### src/rtl/stopwatch_counter_if.sv
// Control/display bundle between the stopwatch core and its surroundings.
// Signalling contract: there is no valid/ready pair here. tick_in is a free-running
// level signal whose rising edges are counted. start_stop, clear and lap are one-cycle
// pulses, sampled on the rising clock edge. All outputs are valid every cycle.
// state_dbg encoding: 0 = IDLE, 1 = RUN, 2 = PAUSE.
interface stopwatch_counter_if;
    logic       tick_in;
    logic       start_stop;
    logic       clear;
    logic       lap;
    logic [3:0] cs_o;
    logic [3:0] cs_t;
    logic [3:0] s_o;
    logic [3:0] s_t;
    logic [3:0] m_o;
    logic [3:0] m_t;
    logic       running;
    logic       frozen;
    logic       overflow;
    logic [1:0] state_dbg;

    modport master (
        output tick_in, start_stop, clear, lap,
        input  cs_o, cs_t, s_o, s_t, m_o, m_t, running, frozen, overflow, state_dbg
    );

    modport slave (
        input  tick_in, start_stop, clear, lap,
        output cs_o, cs_t, s_o, s_t, m_o, m_t, running, frozen, overflow, state_dbg
    );
endinterface

### src/rtl/stopwatch_counter.sv
// Stopwatch core: counts rising edges of the centisecond tick as BCD MM:SS.CC,
// with start/pause, clear and lap-freeze control. Single clock domain.
module stopwatch_counter #(
    parameter int MAX_MIN  = 59,
    parameter bit SATURATE = 1'b0
) (
    input logic               clock,
    input logic               reset,
    stopwatch_counter_if.slave sw
);

    typedef enum logic [1:0] {
        IDLE  = 2'd0,
        RUN   = 2'd1,
        PAUSE = 2'd2
    } state_t;

    localparam logic [3:0] MAX_T = 4'(MAX_MIN / 10);
    localparam logic [3:0] MAX_O = 4'(MAX_MIN % 10);
    // Digit order in the packed count: {m_t, m_o, s_t, s_o, cs_t, cs_o}
    localparam logic [23:0] MAX_CNT = {MAX_T, MAX_O, 4'd5, 4'd9, 4'd9, 4'd9};

    state_t      state;
    logic        tick_q;
    logic [23:0] cnt;
    logic [23:0] lap_r;
    logic [23:0] cnt_inc;
    logic [23:0] disp;
    logic        frozen_r;
    logic        running_r;
    logic        overflow_r;
    logic        tick_rise;
    logic        at_max;

    assign tick_rise = sw.tick_in & ~tick_q;
    assign at_max    = (cnt == MAX_CNT);

    // BCD ripple increment: each digit wraps to 0 and passes the carry upward.
    always_comb begin
        logic       carry;
        logic [3:0] lim;
        cnt_inc = cnt;
        carry   = 1'b1;
        lim     = 4'd9;
        for (int i = 0; i < 6; i++) begin
            lim = (i == 3) ? 4'd5 : 4'd9;
            if (carry) begin
                if (cnt[i*4 +: 4] == lim) begin
                    cnt_inc[i*4 +: 4] = 4'd0;
                end else begin
                    cnt_inc[i*4 +: 4] = cnt[i*4 +: 4] + 4'd1;
                    carry             = 1'b0;
                end
            end
        end
    end

    // Control FSM, count, lap latch and status flags.
    always_ff @(posedge clock or posedge reset) begin
        if (reset) begin
            state      <= IDLE;
            tick_q     <= 1'b0;
            cnt        <= '0;
            lap_r      <= '0;
            frozen_r   <= 1'b0;
            running_r  <= 1'b0;
            overflow_r <= 1'b0;
        end else begin
            tick_q <= sw.tick_in;
            case (state)
                IDLE: begin
                    if (sw.start_stop) begin
                        state     <= RUN;
                        running_r <= 1'b1;
                    end
                end
                RUN: begin
                    // Lap latches the pre-increment count even when a tick lands in the same cycle.
                    if (sw.lap) begin
                        if (!frozen_r) begin
                            lap_r    <= cnt;
                            frozen_r <= 1'b1;
                        end else begin
                            frozen_r <= 1'b0;
                        end
                    end
                    if (tick_rise) begin
                        if (at_max) begin
                            overflow_r <= 1'b1;
                            if (SATURATE) begin
                                state     <= PAUSE;
                                running_r <= 1'b0;
                            end else begin
                                cnt <= '0;
                            end
                        end else begin
                            cnt <= cnt_inc;
                        end
                    end
                    // A simultaneous tick is still counted before pausing.
                    if (sw.start_stop) begin
                        state     <= PAUSE;
                        running_r <= 1'b0;
                    end
                end
                PAUSE: begin
                    // clear has priority over start_stop.
                    if (sw.clear) begin
                        state      <= IDLE;
                        cnt        <= '0;
                        overflow_r <= 1'b0;
                        frozen_r   <= 1'b0;
                    end else if (sw.start_stop) begin
                        state     <= RUN;
                        running_r <= 1'b1;
                    end
                end
                default: begin
                    state     <= IDLE;
                    running_r <= 1'b0;
                end
            endcase
        end
    end

    // Display shows the lap snapshot while frozen, else the live count.
    assign disp         = frozen_r ? lap_r : cnt;
    assign sw.cs_o      = disp[3:0];
    assign sw.cs_t      = disp[7:4];
    assign sw.s_o       = disp[11:8];
    assign sw.s_t       = disp[15:12];
    assign sw.m_o       = disp[19:16];
    assign sw.m_t       = disp[23:20];
    assign sw.running   = running_r;
    assign sw.frozen    = frozen_r;
    assign sw.overflow  = overflow_r;
    assign sw.state_dbg = state;

endmodule

### src/flat_wrapper.sv
// flat-port wrapper written by rule: the top's interface ports become plain ports
module stopwatch_counter_flat 
#(
    parameter int MAX_MIN  = 59,
    parameter bit SATURATE = 1'b0
)
  (clock, reset, sw_tick_in, sw_start_stop, sw_clear, sw_lap, sw_cs_o, sw_cs_t, sw_s_o, sw_s_t, sw_m_o, sw_m_t, sw_running, sw_frozen, sw_overflow, sw_state_dbg);
  stopwatch_counter_if sw_i ();
  input logic clock;
  input logic reset;
  input wire logic [$bits(sw_i.tick_in)-1:0] sw_tick_in;
  input wire logic [$bits(sw_i.start_stop)-1:0] sw_start_stop;
  input wire logic [$bits(sw_i.clear)-1:0] sw_clear;
  input wire logic [$bits(sw_i.lap)-1:0] sw_lap;
  output wire logic [$bits(sw_i.cs_o)-1:0] sw_cs_o;
  output wire logic [$bits(sw_i.cs_t)-1:0] sw_cs_t;
  output wire logic [$bits(sw_i.s_o)-1:0] sw_s_o;
  output wire logic [$bits(sw_i.s_t)-1:0] sw_s_t;
  output wire logic [$bits(sw_i.m_o)-1:0] sw_m_o;
  output wire logic [$bits(sw_i.m_t)-1:0] sw_m_t;
  output wire logic [$bits(sw_i.running)-1:0] sw_running;
  output wire logic [$bits(sw_i.frozen)-1:0] sw_frozen;
  output wire logic [$bits(sw_i.overflow)-1:0] sw_overflow;
  output wire logic [$bits(sw_i.state_dbg)-1:0] sw_state_dbg;
  assign sw_i.tick_in = sw_tick_in;
  assign sw_i.start_stop = sw_start_stop;
  assign sw_i.clear = sw_clear;
  assign sw_i.lap = sw_lap;
  assign sw_cs_o = sw_i.cs_o;
  assign sw_cs_t = sw_i.cs_t;
  assign sw_s_o = sw_i.s_o;
  assign sw_s_t = sw_i.s_t;
  assign sw_m_o = sw_i.m_o;
  assign sw_m_t = sw_i.m_t;
  assign sw_running = sw_i.running;
  assign sw_frozen = sw_i.frozen;
  assign sw_overflow = sw_i.overflow;
  assign sw_state_dbg = sw_i.state_dbg;
  stopwatch_counter #(.MAX_MIN(MAX_MIN), .SATURATE(SATURATE)) u_core (.clock(clock), .reset(reset), .sw(sw_i));
endmodule
### config.mk
export PLATFORM = sky130hd
export DESIGN_NAME = stopwatch_counter_flat
export DESIGN_NICKNAME = d
export VERILOG_FILES = /design/src/rtl/stopwatch_counter_if.sv /design/src/rtl/stopwatch_counter.sv /design/src/flat_wrapper.sv
export SDC_FILE = /design/constraint.sdc
export NUM_CORES = 1
export LEC_CHECK = 0
export ABC_AREA = 1
export CAP_MARGIN = 30
export CORE_MARGIN = 3
export CORE_UTILIZATION = 45
export CTS_BUF_LIST = sky130_fd_sc_hd__clkbuf_16
export DETAILED_ROUTE_END_ITERATION = 16
export PLACE_DENSITY_LB_ADDON = 0.2
export SYNTH_ARGS = -nofsm -noshare
export SYNTH_HDL_FRONTEND = slang
export SYNTH_SLANG_ARGS = --single-unit
### constraint.sdc
create_clock -name clock -period 3.82 [get_ports clock]
set_clock_uncertainty 0.2 [all_clocks]
set_input_delay 0.764 -clock clock [delete_from_list [all_inputs] [get_ports clock]]
set_output_delay 0.764 -clock clock [all_outputs]
set_load 0.005 [all_outputs]
==> flow_metrics.tcl <==
set metrics [dict create \
    status "finished, final reports clean" \
    synth.distinct_cells 30 \
    grt_start_max_net_pins 33 \
    synth_area_sq_mm 0.002923 \
    slew_violations 0 \
    crit_family "buffers and inverters" \
    cts_buffers 5 \
    tightest_slew_ns 0.9167 \
    syn_to_final_growth_pct 19.56 \
    die_w_um 86.59 \
    critPathSlowestCell "dfrtp_1" \
    cts_tree "yes" \
    syn_inst 371 \
    antenna_found_initial 0 \
    crit_chain "buf_4 > nor2_1 > a21oi_1 > clkdlybuf4s50_1" \
    rsz0062_at_grt "no" \
    cts-resized-gates 0 \
    clk_path_buf_depth 2 \
    clk_pin_slew_ns 0.07 \
    peakVddDrop_v 0.0004183 \
    max_freq_mhz 309.6 \
    cts_setup_buffers 0 \
    fin_crit_ns 3.230 \
    fp-row-count 28 \
    clock_power_share 0.171 \
    finalHoldViolations 0 \
    cp-start-kind "flip-flop" \
    relSlewSlack 0.3882 \
    avgSynthCellArea_sq_um 7.878 \
    path_max_fanout 29 \
    netSwitchingFraction 0.3960 \
    drtIter0Drc 116 \
    place.gp.congestion 0.8484 \
    final_common_cell "nand2_1" \
    clk_latency_ns 0.29 \
    nNetsFinal 422 \
    htree_levels 2 \
    ant_nets 0 \
    cts_sinks 54 \
    intPower_mw 1.811 \
    die-area_sq_mm 0.007498 \
    power_density_mw_per_mm2 857.9 \
    die_h_um 86.59 \
    via_count 2438 \
    critPathBufInv 2 \
    initial_core_util 0.4795 \
    cp-end-kind "primary output" \
    p_leak_nw 1.730 \
    drv_cap 0 \
    ys_seq_area_frac 0.4623 \
    n_antenna_cell 0 \
    io_pins 35 \
    routed_wl_um 6215 \
    cp.required_ns 2.86 \
    p_comb_frac 0.469 \
    finalSetupTns_ns 0 \
    fillers 586 \
    p_sw_mw 1.187 \
    ys_seq_elements 54 \
    drive_above_1_share 0.07654 \
    p_seq_frac 0.360 \
    setup_viol 0 \
    crit_type "flip-flop to primary output" \
    gr-total-overflow 0 \
    drtPass1Iterations 4 \
    total_power_mw 2.998 \
    hold_buffers 0 \
    port_buffers 34 \
    layout_common_cells "nand2_1, dfrtp_1, inv_1, o21ai_0, clkdlybuf4s50_1" \
    dpl.hpwl_um 4334 \
    arrival_ns 2.27 \
    fin_crit_sh 0.8456 \
    synth_warnings 0 \
    groute.usage.overall 0.1819 \
    viasPerCell 5.079 \
    clockRootBuffer "clkbuf_16" \
    grt_pass1_wl_um 10930 \
    grt_pass1_vias 2341 \
    max_stage_delay_ns 0.87 \
    min_path_type "flip-flop to flip-flop" \
    wire_per_inst_um 12.95 \
    core_area_sq_mm 0.006096 \
    syn_nets 389 \
    remaining_drc_errors 0 \
]
-- worst register-to-register path: stages (launching register included) --
cell and delay (ns):
dfrtp_1 0.48, inv_2 0.11, nor2_8 0.18, nand2_1 0.09, inv_1 0.67, o21ai_0 0.19
-- layout make-up --
class                   instances  area, sq um  share of cell area
multi-input cells             265         1364              0.3903
clock buffers                   5        125.1             0.03580
well taps                      75        93.84             0.02685
clock inverters                 3        40.04             0.01146
repair buffers                 38        370.4              0.1060
flip-flops and latches         54         1351              0.3867
inverters                      40        150.1             0.04296
-- cells by family (layout without fill, tap and decap cells) --
logic type | after synthesis | in the layout | synth area share
AO/OA/AOI/OAI | 62 | 62 | 0.1160
XOR/XNOR | 7 | 7 | 0.02098
adder cells (fa/ha/maj) | 12 | 12 | 0.05137
buffers and inverters | 52 | 86 | 0.07106
flip-flops | 54 | 54 | 0.4623
AND/OR/NAND/NOR | 184 | 184 | 0.2783
-- metal layers --
| metal | track usage | wire, um |
|---|---|---|
| met1 | 0.2560 | 3005 |
| met2 | 0.2969 | 2876 |
| met3 | 0.03232 | 280 |
| met4 | 0.03541 | 53 |
| met5 | 0 | 0 |
-- power groups by stage --
| stage | Combinational [mW] | Sequential, mW | Clock, mW |
|---|---|---|---|
| 6_report | 1.40 | 1.08 | 0.513 |
| 5_1_grt | 1.62 | 1.12 | 0.546 |
| 3_5_place_dp | 1.41 | 1.09 | 0 |
| 4_1_cts | 1.43 | 1.08 | 0.522 |
| 3_3_place_gp | 1.38 | 1.08 | 0 |
| 2_1_floorplan | 0.915 | 1.00 | 0 |
-- sequential cells by signal, indices dropped and copies added, names as in the netlist --
register,count
u_core.cnt,24
u_core.sw.state_dbg,2
u_core.sw.running,1
u_core.lap_r,24
u_core.sw.frozen,1
u_core.sw.overflow,1
u_core.tick_q,1
-- synthesized netlist by cell type, drive strengths merged --
cell type	n	area, sq um
o22ai	6	43.79
or2	1	6.260
xor2	5	43.79
dfrtp	54	1351
buf	3	23.77
clkbuf	9	33.78
xnor2	2	17.52
ha	12	150.1
nor2	30	166.4
o21ai	39	198.9
nand2	131	519.2
o31ai	2	15.01
nand3b	1	7.510
nor3b	1	7.510
a211oi	1	7.510
nand4	5	31.28
a21oi	14	73.82
nand3	15	75.07
inv	40	150.1
-- through the flow --
step / util / hold WS (ns) / instance area, sq um / setup slack [ns] / instances
after floorplan: - / 0.2487 / 2923 / 1.541 / 371
after global placement: 0.5462 / 0.2618 / 3329 / 0.9532 / 472
after detailed placement: 0.5462 / 0.2655 / 3329 / 0.9022 / 472
after CTS: 0.5733 / 0.2838 / 3495 / 0.5811 / 480
after global routing: 0.5733 / 0.2985 / 3495 / 0.3840 / 480
final: 0.5733 / 0.2786 / 3495 / 0.5897 / 480
-- path summary, 6_finish.rpt --
path | cells after the start | startpoint | end | slack [ns]
max in group asynchronous | 3 | reset | u_core.lap_r[17]$_DFFE_PP0P_ | 2.09
min in group asynchronous | 2 | reset | u_core.lap_r[19]$_DFFE_PP0P_ | 0.70
worst max register to register | 5 | u_core.sw.state_dbg[0]$_DFFE_PP0P_ | u_core.lap_r[4]$_DFFE_PP0P_ | 1.74
worst min-delay path | 2 | u_core.lap_r[8]$_DFFE_PP0P_ | u_core.lap_r[8]$_DFFE_PP0P_ | 0.28
worst min register to register | 2 | u_core.lap_r[8]$_DFFE_PP0P_ | u_core.lap_r[8]$_DFFE_PP0P_ | 0.28
worst max-delay path | 4 | u_core.sw.frozen$_DFFE_PP0P_ | sw_cs_t[0] | 0.59
Note: power is estimated with default switching activity, not from simulation.
